## config.mk

```make
export PLATFORM = sky130hd
export DESIGN_NAME = char_serial_tx
export DESIGN_NICKNAME = d
export VERILOG_FILES = /design/src/rtl/uart_pkg.sv /design/src/rtl/uart_bit_timer.sv /design/src/rtl/char_serial_tx.sv
export SDC_FILE = /design/constraint.sdc
export NUM_CORES = 1
export LEC_CHECK = 0
export BUFFER_PORTS_ARGS = -buffer_cell sky130_fd_sc_hd__clkbuf_2
export CAP_MARGIN = 10
export CORE_ASPECT_RATIO = 0.75
export CORE_MARGIN = 5
export CORE_UTILIZATION = 63
export CTS_CLUSTER_SIZE = 8
export DETAILED_ROUTE_END_ITERATION = 8
export GPL_TIMING_DRIVEN = 1
export PLACE_DENSITY = 0.83
export SETUP_SLACK_MARGIN = 0.02
export SYNTH_ARGS = -nofsm -noshare
export SYNTH_HDL_FRONTEND = slang
export SYNTH_HIERARCHICAL = 1
export SYNTH_SLANG_ARGS = --single-unit
```

## constraint.sdc

```tcl
create_clock -name clk -period 4.2 [get_ports clk]
set_clock_uncertainty 0.05 [all_clocks]
set_input_delay 0.84 -clock clk [delete_from_list [all_inputs] [get_ports clk]]
set_output_delay 0.84 -clock clk [all_outputs]
set_load 0.03 [all_outputs]
```

## src/rtl/uart_pkg.sv

```systemverilog
// Shared UART definitions: FSM state encoding, default bit timing and 8N1 frame constants.
// Latency: n/a (types and constants only).
// Backpressure: n/a.
package uart_pkg;

    // Line-side FSM states shared by the transmitter and the future receiver
    typedef enum logic [1:0] {
        UART_IDLE  = 2'd0,
        UART_START = 2'd1,
        UART_DATA  = 2'd2,
        UART_STOP  = 2'd3
    } uart_state_e;

    // 50 MHz system clock / 9600 baud
    localparam int DEFAULT_CLKS_PER_BIT = 5208;

    // 8N1 framing
    localparam int UART_DATA_BITS  = 8;
    localparam int UART_START_BITS = 1;
    localparam int UART_STOP_BITS  = 1;
    localparam int UART_FRAME_BITS = UART_START_BITS + UART_DATA_BITS + UART_STOP_BITS;

    // Width of the data bit index (0..7)
    localparam int UART_IDX_W = $clog2(UART_DATA_BITS);

endpackage

```

## src/rtl/uart_bit_timer.sv

```systemverilog
// Bit-period timer: counts 0..CLKS_PER_BIT-1 while enabled and flags the last cycle of each bit.
// Latency: bit_end is combinational, asserted during the CLKS_PER_BIT-th enabled cycle after clr.
// Backpressure: none; the timer free-runs while en is high and clr restarts it at zero.
module uart_bit_timer
    import uart_pkg::*;
#(
    parameter int CLKS_PER_BIT = DEFAULT_CLKS_PER_BIT
) (
    input  logic clk,
    input  logic reset_n,
    input  logic clr,
    input  logic en,
    output logic bit_end
);

    localparam int              CNT_W = $clog2(CLKS_PER_BIT);
    localparam logic [CNT_W-1:0] LAST  = CNT_W'(CLKS_PER_BIT - 1);

    logic [CNT_W-1:0] cnt;

    // clr wins over en so a new frame always starts on a full bit period
    assign bit_end = en && !clr && (cnt == LAST);

    // Bit-period counter, wrapping to zero at every bit boundary
    always_ff @(posedge clk or negedge reset_n) begin
        if (!reset_n) begin
            cnt <= '0;
        end else if (clr) begin
            cnt <= '0;
        end else if (en) begin
            if (cnt == LAST) begin
                cnt <= '0;
            end else begin
                cnt <= cnt + CNT_W'(1);
            end
        end
    end

endmodule

```

## src/rtl/char_serial_tx.sv

```systemverilog
// UART 8N1 character transmitter: start bit, 8 data bits LSB first, stop bit on tx.
// Latency: tx falls one cycle after the accepted inicio; frame lasts 10*CLKS_PER_BIT cycles, listo at its end.
// Backpressure: inicio is only honoured in IDLE; strobes while ocupado is high are dropped, never queued.
module char_serial_tx
    import uart_pkg::*;
#(
    parameter int CLKS_PER_BIT = DEFAULT_CLKS_PER_BIT
) (
    input  logic                      clk,
    input  logic                      reset_n,
    input  logic                      inicio,
    input  logic [UART_DATA_BITS-1:0] dato,
    output logic                      tx,
    output logic                      ocupado,
    output logic                      listo
);

    // Plain 2-bit state constants so the register can be probed with legacy tools
    localparam logic [1:0] S_IDLE  = UART_IDLE;
    localparam logic [1:0] S_START = UART_START;
    localparam logic [1:0] S_DATA  = UART_DATA;
    localparam logic [1:0] S_STOP  = UART_STOP;

    localparam logic [UART_IDX_W-1:0] LAST_IDX = UART_IDX_W'(UART_DATA_BITS - 1);

    logic [1:0]                state;
    logic [UART_DATA_BITS-1:0] shreg;
    logic [UART_IDX_W-1:0]     idx;
    logic                      frame_acc;
    logic                      bit_end;

    // A frame is accepted only from IDLE; this also restarts the bit timer
    assign frame_acc = (state == S_IDLE) && inicio;

    uart_bit_timer #(
        .CLKS_PER_BIT (CLKS_PER_BIT)
    ) u_bit_timer (
        .clk     (clk),
        .reset_n (reset_n),
        .clr     (frame_acc),
        .en      (state != S_IDLE),
        .bit_end (bit_end)
    );

    // Frame FSM; tx is registered and always loaded with the level of the upcoming bit
    always_ff @(posedge clk or negedge reset_n) begin
        if (!reset_n) begin
            state   <= S_IDLE;
            shreg   <= '0;
            idx     <= '0;
            tx      <= 1'b1;
            ocupado <= 1'b0;
            listo   <= 1'b0;
        end else begin
            listo <= 1'b0;
            case (state)
                S_IDLE: begin
                    tx <= 1'b1;
                    if (inicio) begin
                        shreg   <= dato;
                        idx     <= '0;
                        ocupado <= 1'b1;
                        tx      <= 1'b0;
                        state   <= S_START;
                    end
                end
                S_START: begin
                    if (bit_end) begin
                        idx   <= '0;
                        tx    <= shreg[0];
                        state <= S_DATA;
                    end
                end
                S_DATA: begin
                    if (bit_end) begin
                        shreg <= shreg >> 1;
                        idx   <= idx + UART_IDX_W'(1);
                        if (idx == LAST_IDX) begin
                            tx    <= 1'b1;
                            state <= S_STOP;
                        end else begin
                            tx <= shreg[1];
                        end
                    end
                end
                S_STOP: begin
                    if (bit_end) begin
                        ocupado <= 1'b0;
                        listo   <= 1'b1;
                        state   <= S_IDLE;
                    end
                end
                default: begin
                    tx      <= 1'b1;
                    ocupado <= 1'b0;
                    state   <= S_IDLE;
                end
            endcase
        end
    end

endmodule

```

Yosys cells after proc, flatten, opt, wreduce, memory -nomap -nowiden
Cells that the tools add are included.

cells by class
  add/subtract/negate cells = 2
  multiply operators = 0
  divide/modulo/power cells = 0
  $lt $le $gt $ge = 0
  equal/unequal tests = 10
  shift operators = 0
  mux-type cells = 26
  bitwise gates (word level) = 0
  reductions and logical operators = 15

operator list
  cell                                            count
  2-to-1 mux 13 bit                               3
  2-to-1 mux 8 bit                                2
  one-hot mux 8 bit (2 select lines)              1
  adder 13 x 1 -> 13 bit (second input constant)  1
  == test 13 bit (second input constant)          1
  2-to-1 mux 2 bit                                5
  != test 2 bit (second input constant)           5
  2-to-1 mux 3 bit                                3
  one-hot mux 3 bit (3 select lines)              1
  AND reduction 3 bit                             3
  2-to-1 mux 1 bit                                8
  one-hot mux 2 bit (4 select lines)              1
  nonzero test 2 bit                              4
  AND reduction 5 bit                             1
  == test 2 bit (second input constant)           2
  AND reduction 4 bit                             1
  adder 3 x 1 -> 3 bit (second input constant)    1
  == test 3 bit (second input constant)           1
  logical AND 1 bit                               3
  one-hot mux 1 bit (3 select lines)              1
  nonzero test 3 bit                              1
  == test 2 x 1 -> 1 bit (second input constant)  1
  logical NOT 2 bit                               1
  one-hot mux 1 bit (2 select lines)              1
  logical NOT 1 bit                               1

storage, ports and cells
  register bits = 29
  latch bits = 0
  memory bits (writable) = 0
  bits in read-only memories = 0
  input port bits = 11
  output and inout bits = 3
  logic and storage cells = 60
  memories kept = 0

Longest topological paths before layout
  depth after elaboration = 7
  gate-level depth with buffers = 9
  depth with buffers taken out = 8

By module
Netlist, hierarchy kept.

by module, submodules not included
  module          instances  cells an instance  area an instance (um2)  seq. area each (um2)
  char_serial_tx  1          78                 964.7                   401.6
  uart_bit_timer  1          83                 764.5                   325.3

Worst setup path before layout
No wires, ideal clock.

  path type = in2reg
  start = input port inicio
  end = register idx[0]
  library setup time = 0.128 ns
  data arrival time = 2.330 ns
  data required time = 4.022 ns
  path slack = 1.692 ns
  stages = 7
  buffers on the path = 1
  cell sequence = and2_1 buf_2 nand2b_2 nor2_1 o21bai_2 nor3b_4 mux2_1

on the way
  longest elaborated chain between the ends = 6
  elaborated cells on any way between the ends = 8
  those cells by class = 3 x eq/ne; 5 x reduce/logical

ends and longest elaborated chain
  item                                 RTL line              text
  start: declaration                   char_serial_tx.sv:11  input logic inicio,
  logical AND 1 bit (*)                char_serial_tx.sv:33  assign frame_acc = (state == S_IDLE) && inicio;
  logical NOT 1 bit (*)                uart_bit_timer.sv:22  assign bit_end = en && !clr && (cnt == LAST);
  logical AND 1 bit (*) (2 in series)  uart_bit_timer.sv:22
  named net bit_end                    char_serial_tx.sv:30  logic bit_end;
  != test 2 bit (no line)              -
  AND reduction 4 bit (no line) (*)    -
  end signal: assignment               char_serial_tx.sv:77  idx <= idx + UART_IDX_W'(1);
  end: declaration                     char_serial_tx.sv:28  logic [UART_IDX_W-1:0] idx;

Mark *: on every way through the listed nets, which the timed path passes. The rest lies on a longest branch.
A chain may end at the register's enable or synchronous reset.

Worst setup path in the final report
  start = register u_bit_timer.cnt[7]
  end = register idx[0]

on the way
  longest elaborated chain between the ends = 4
  elaborated cells on any way between the ends = 5
  those cells by class = 3 x eq/ne; 2 x reduce/logical

ends and longest elaborated chain
  item                               RTL line              text
  start: declaration                 uart_bit_timer.sv:19  logic [CNT_W-1:0] cnt;
  start signal: assignment           uart_bit_timer.sv:34  cnt <= cnt + CNT_W'(1);
  == test 13 bit (*)                 uart_bit_timer.sv:22
  logical AND 1 bit (*)              uart_bit_timer.sv:22
  named net bit_end                  char_serial_tx.sv:30
  != test 2 bit (no line)            -
  AND reduction 4 bit (no line) (*)  -

Marks and branches as above.

==> impl_metrics.toml <==
[detailed_routing]
firstDrtPassIters = 4
drtIter0Drc = 67
via_count = 1285
postRouteAntennaNets = 0
drt-wirelength-per-cell_um = 16.2
viasPerCell = 6.00
drt_wl_total_um = 3460
drc = 0

[timing]
fmax_mhz = 373
tightest_slew_ns = 0.704
maxSlewHeadroom_pct = 53.1
period_needed_ns = 2.68
tns_ns = 0
hold_viol = 0
fin_crit_sh_pct = 63.8
whs_ns = 0.461
setup_viol = 0
rsz0062_at_grt = "no"
drv_slew = 0

[floorplanning]
rows = 16
die_x_um = 70.5
ios = 14
coreArea_um2 = 2620
start_util_pct = 65.9
die_height_um = 55.4
dieArea_um2 = 3900

[pwr]
total_power_uw = 635
power_density_nw_per_um2 = 328
power_leakage_nw = 0.903
irDropWorstVdd_mv = 0.327

[cells_and_area]
nFillCells = 184
fin_util_pct = 73.8
final_common_cell = "dfrtp_1"
drive_gt1_share_pct = 27.5
diodes = 0
final_cell_mix = "dfrtp_1 (28), nand2_1 (17), nand3_1 (17)"
stdcell_count = 214
syn_to_final_growth_pct = 11.9
layout.nets = 196

[critical_path]
crit_path_start_kind = "flip-flop"
worstPathArrival_ns = 2.80
reg2reg_from = "u_bit_timer/cnt[7]$_DFFE_PN0P_"
cpPeakStageDelay_ns = 0.53
critical_path.slowest_cell = "nor4b_1"
cp_cell_sequence = "nor4b_1 -> nand3_1 -> nor2_1 -> o21bai_2 -> nor3b_4 -> mux2_1"
cp.required_ns = 4.32
worst-path-buf-inv = 0
worstPathMaxFanout = 6
setup.worst_path.class = "flip-flop to flip-flop"
r2r_setup_slack_ns = 1.52
crit_family = "simple AND/OR/NAND/NOR gates"
crit_start = "u_bit_timer/cnt[7]$_DFFE_PN0P_"
crit_path_end_kind = "flip-flop"

[clock_network]
cts_max_level = 2
cts_setup_buffers = 0
hold_buffers = 0
tritoncts = "yes"
cts_buffer_depth = 2
worst_skew_pair.late_latency_ns = 0.29
clock-sinks = 29
cts_resized = 0
cts-root-buf = "clkbuf_8"
cts_inserted_buffers = 5
clk_pin_slew_ns = 0.07

[yosys]
postSynthCellCount = 161
synth_nets = 180
yosysWarningCount = 6
synth_area_per_cell_um2 = 10.7
seq_area_frac_synth_pct = 42.0
ys_types = 46
yosys_register_bits = 29
syn_area_um2 = 1730

[placement]
dp_hpwl_um = 2520
place_inst = 206
place.gp.congestion = 0.836
io_buffers = 13

[global_route]
antenna_found_initial = 0
grt_pass1_vias = 1224
grt_max_degree = 30
grt-ovfl-total = 0
grtUsageTotal_pct = 19.2
grt_pass1_wl_um = 5880

[min_path]
hold_path_class = "flip-flop to flip-flop"
hold_start = "shreg[7]$_DFFE_PN0P_"

[run]
cap_viol_max_count = 0

[outcome]
status = "finished clean"
-- final timing paths --
| check | end | depth (start not counted) |
|---|---|---|
| max reg2reg | idx[0]$_DFFE_PN0P_ | 6 |
| max in group asynchronous | idx[2]$_DFFE_PN0P_ | 1 |
| min in group asynchronous | idx[0]$_DFFE_PN0P_ | 1 |
| min | shreg[7]$_DFFE_PN0P_ | 2 |
| min reg2reg | shreg[7]$_DFFE_PN0P_ | 2 |
| max | idx[0]$_DFFE_PN0P_ | 6 |
-- sequential cells by signal, summed over array words and instances (netlist names) --
name	flops
ocupado	1
tx	1
listo	1
idx	3
state	2
shreg	8
u_bit_timer/cnt	13
-- routing by layer --
metal | vias up | global-route usage [%] | routed length, um
li1 | 618 | - | -
met1 | 617 | 26.8 | 1680
met2 | 38 | 27.6 | 1550
met3 | 12 | 5.62 | 163
met4 | 0 | 7.92 | 70
met5 | - | 0 | 0
-- stage by stage --
stage / cell area, um^2 / setup WS [ns]
after floorplan: 1730 / 1.69
after global placement: 1800 / 1.52
after detailed placement: 1800 / 1.36
after CTS: 1930 / 1.56
after global routing: 1930 / 1.37
final: 1930 / 1.52
-- cell families after synthesis --
logic type,after synthesis,share of synthesized area (%)
multiplexers,19,13.9
AO/OA/AOI/OAI,22,10.3
buffers and inverters,12,3.98
adder cells (fa/ha/maj),8,5.79
flip-flops,29,42.0
AND/OR/NAND/NOR,71,24.0
-- synth_stat cells, drive strengths merged --
cell type / instances / share of area, %
dfrtp: 28 / 41
nand2: 18 / 4.1
nand3: 17 / 4.9
mux2: 16 / 12
nor2: 9 / 2.4
ha: 8 / 5.8
inv: 8 / 1.7
or3: 6 / 2.2
buf: 4 / 2.2
o21ai: 4 / 1.2
and3: 3 / 1.2
mux2i: 3 / 2.0
nand2b: 3 / 1.2
o211ai: 3 / 1.6
o22ai: 3 / 1.1
a22o: 2 / 1.0
a32o: 2 / 1.2
and2: 2 / 0.72
and4: 2 / 1.0
nand4: 2 / 0.72
o2bb2ai: 2 / 1.0
or4: 2 / 1.1
a21boi: 1 / 0.43
a21oi: 1 / 0.29
a31o: 1 / 1.0
a31oi: 1 / 0.36
and2b: 1 / 0.58
and4b: 1 / 0.80
dfstp: 1 / 1.5
nor3: 1 / 0.58
nor3b: 1 / 1.1
nor4b: 1 / 0.51
nor4bb: 1 / 0.58
o21bai: 1 / 0.65
o221ai: 1 / 0.51
or2b: 1 / 0.43
-- tightest hold or removal path, stage by stage (launching register included) --
cell     delay (ns)
dfrtp_1        0.34
o21ai_0        0.08
nand2_1        0.06
-- where the power goes --
part	switching, mW	internal (mW)
registers	0	0.279
clock network	0.106	0.235
logic	0.00788	0.00610
-- final cells by class --
class	count	area (um^2)	share of cell area, %
clock inverters	3	65.1	3.36
inverters	8	30.0	1.55
multi-input cells	120	933	48.3
flip-flops and latches	29	727	37.6
clock buffers	5	68.8	3.56
repair buffers	13	65.1	3.36
well taps	36	45.0	2.33
Note: power is estimated with default switching activity, not from simulation.
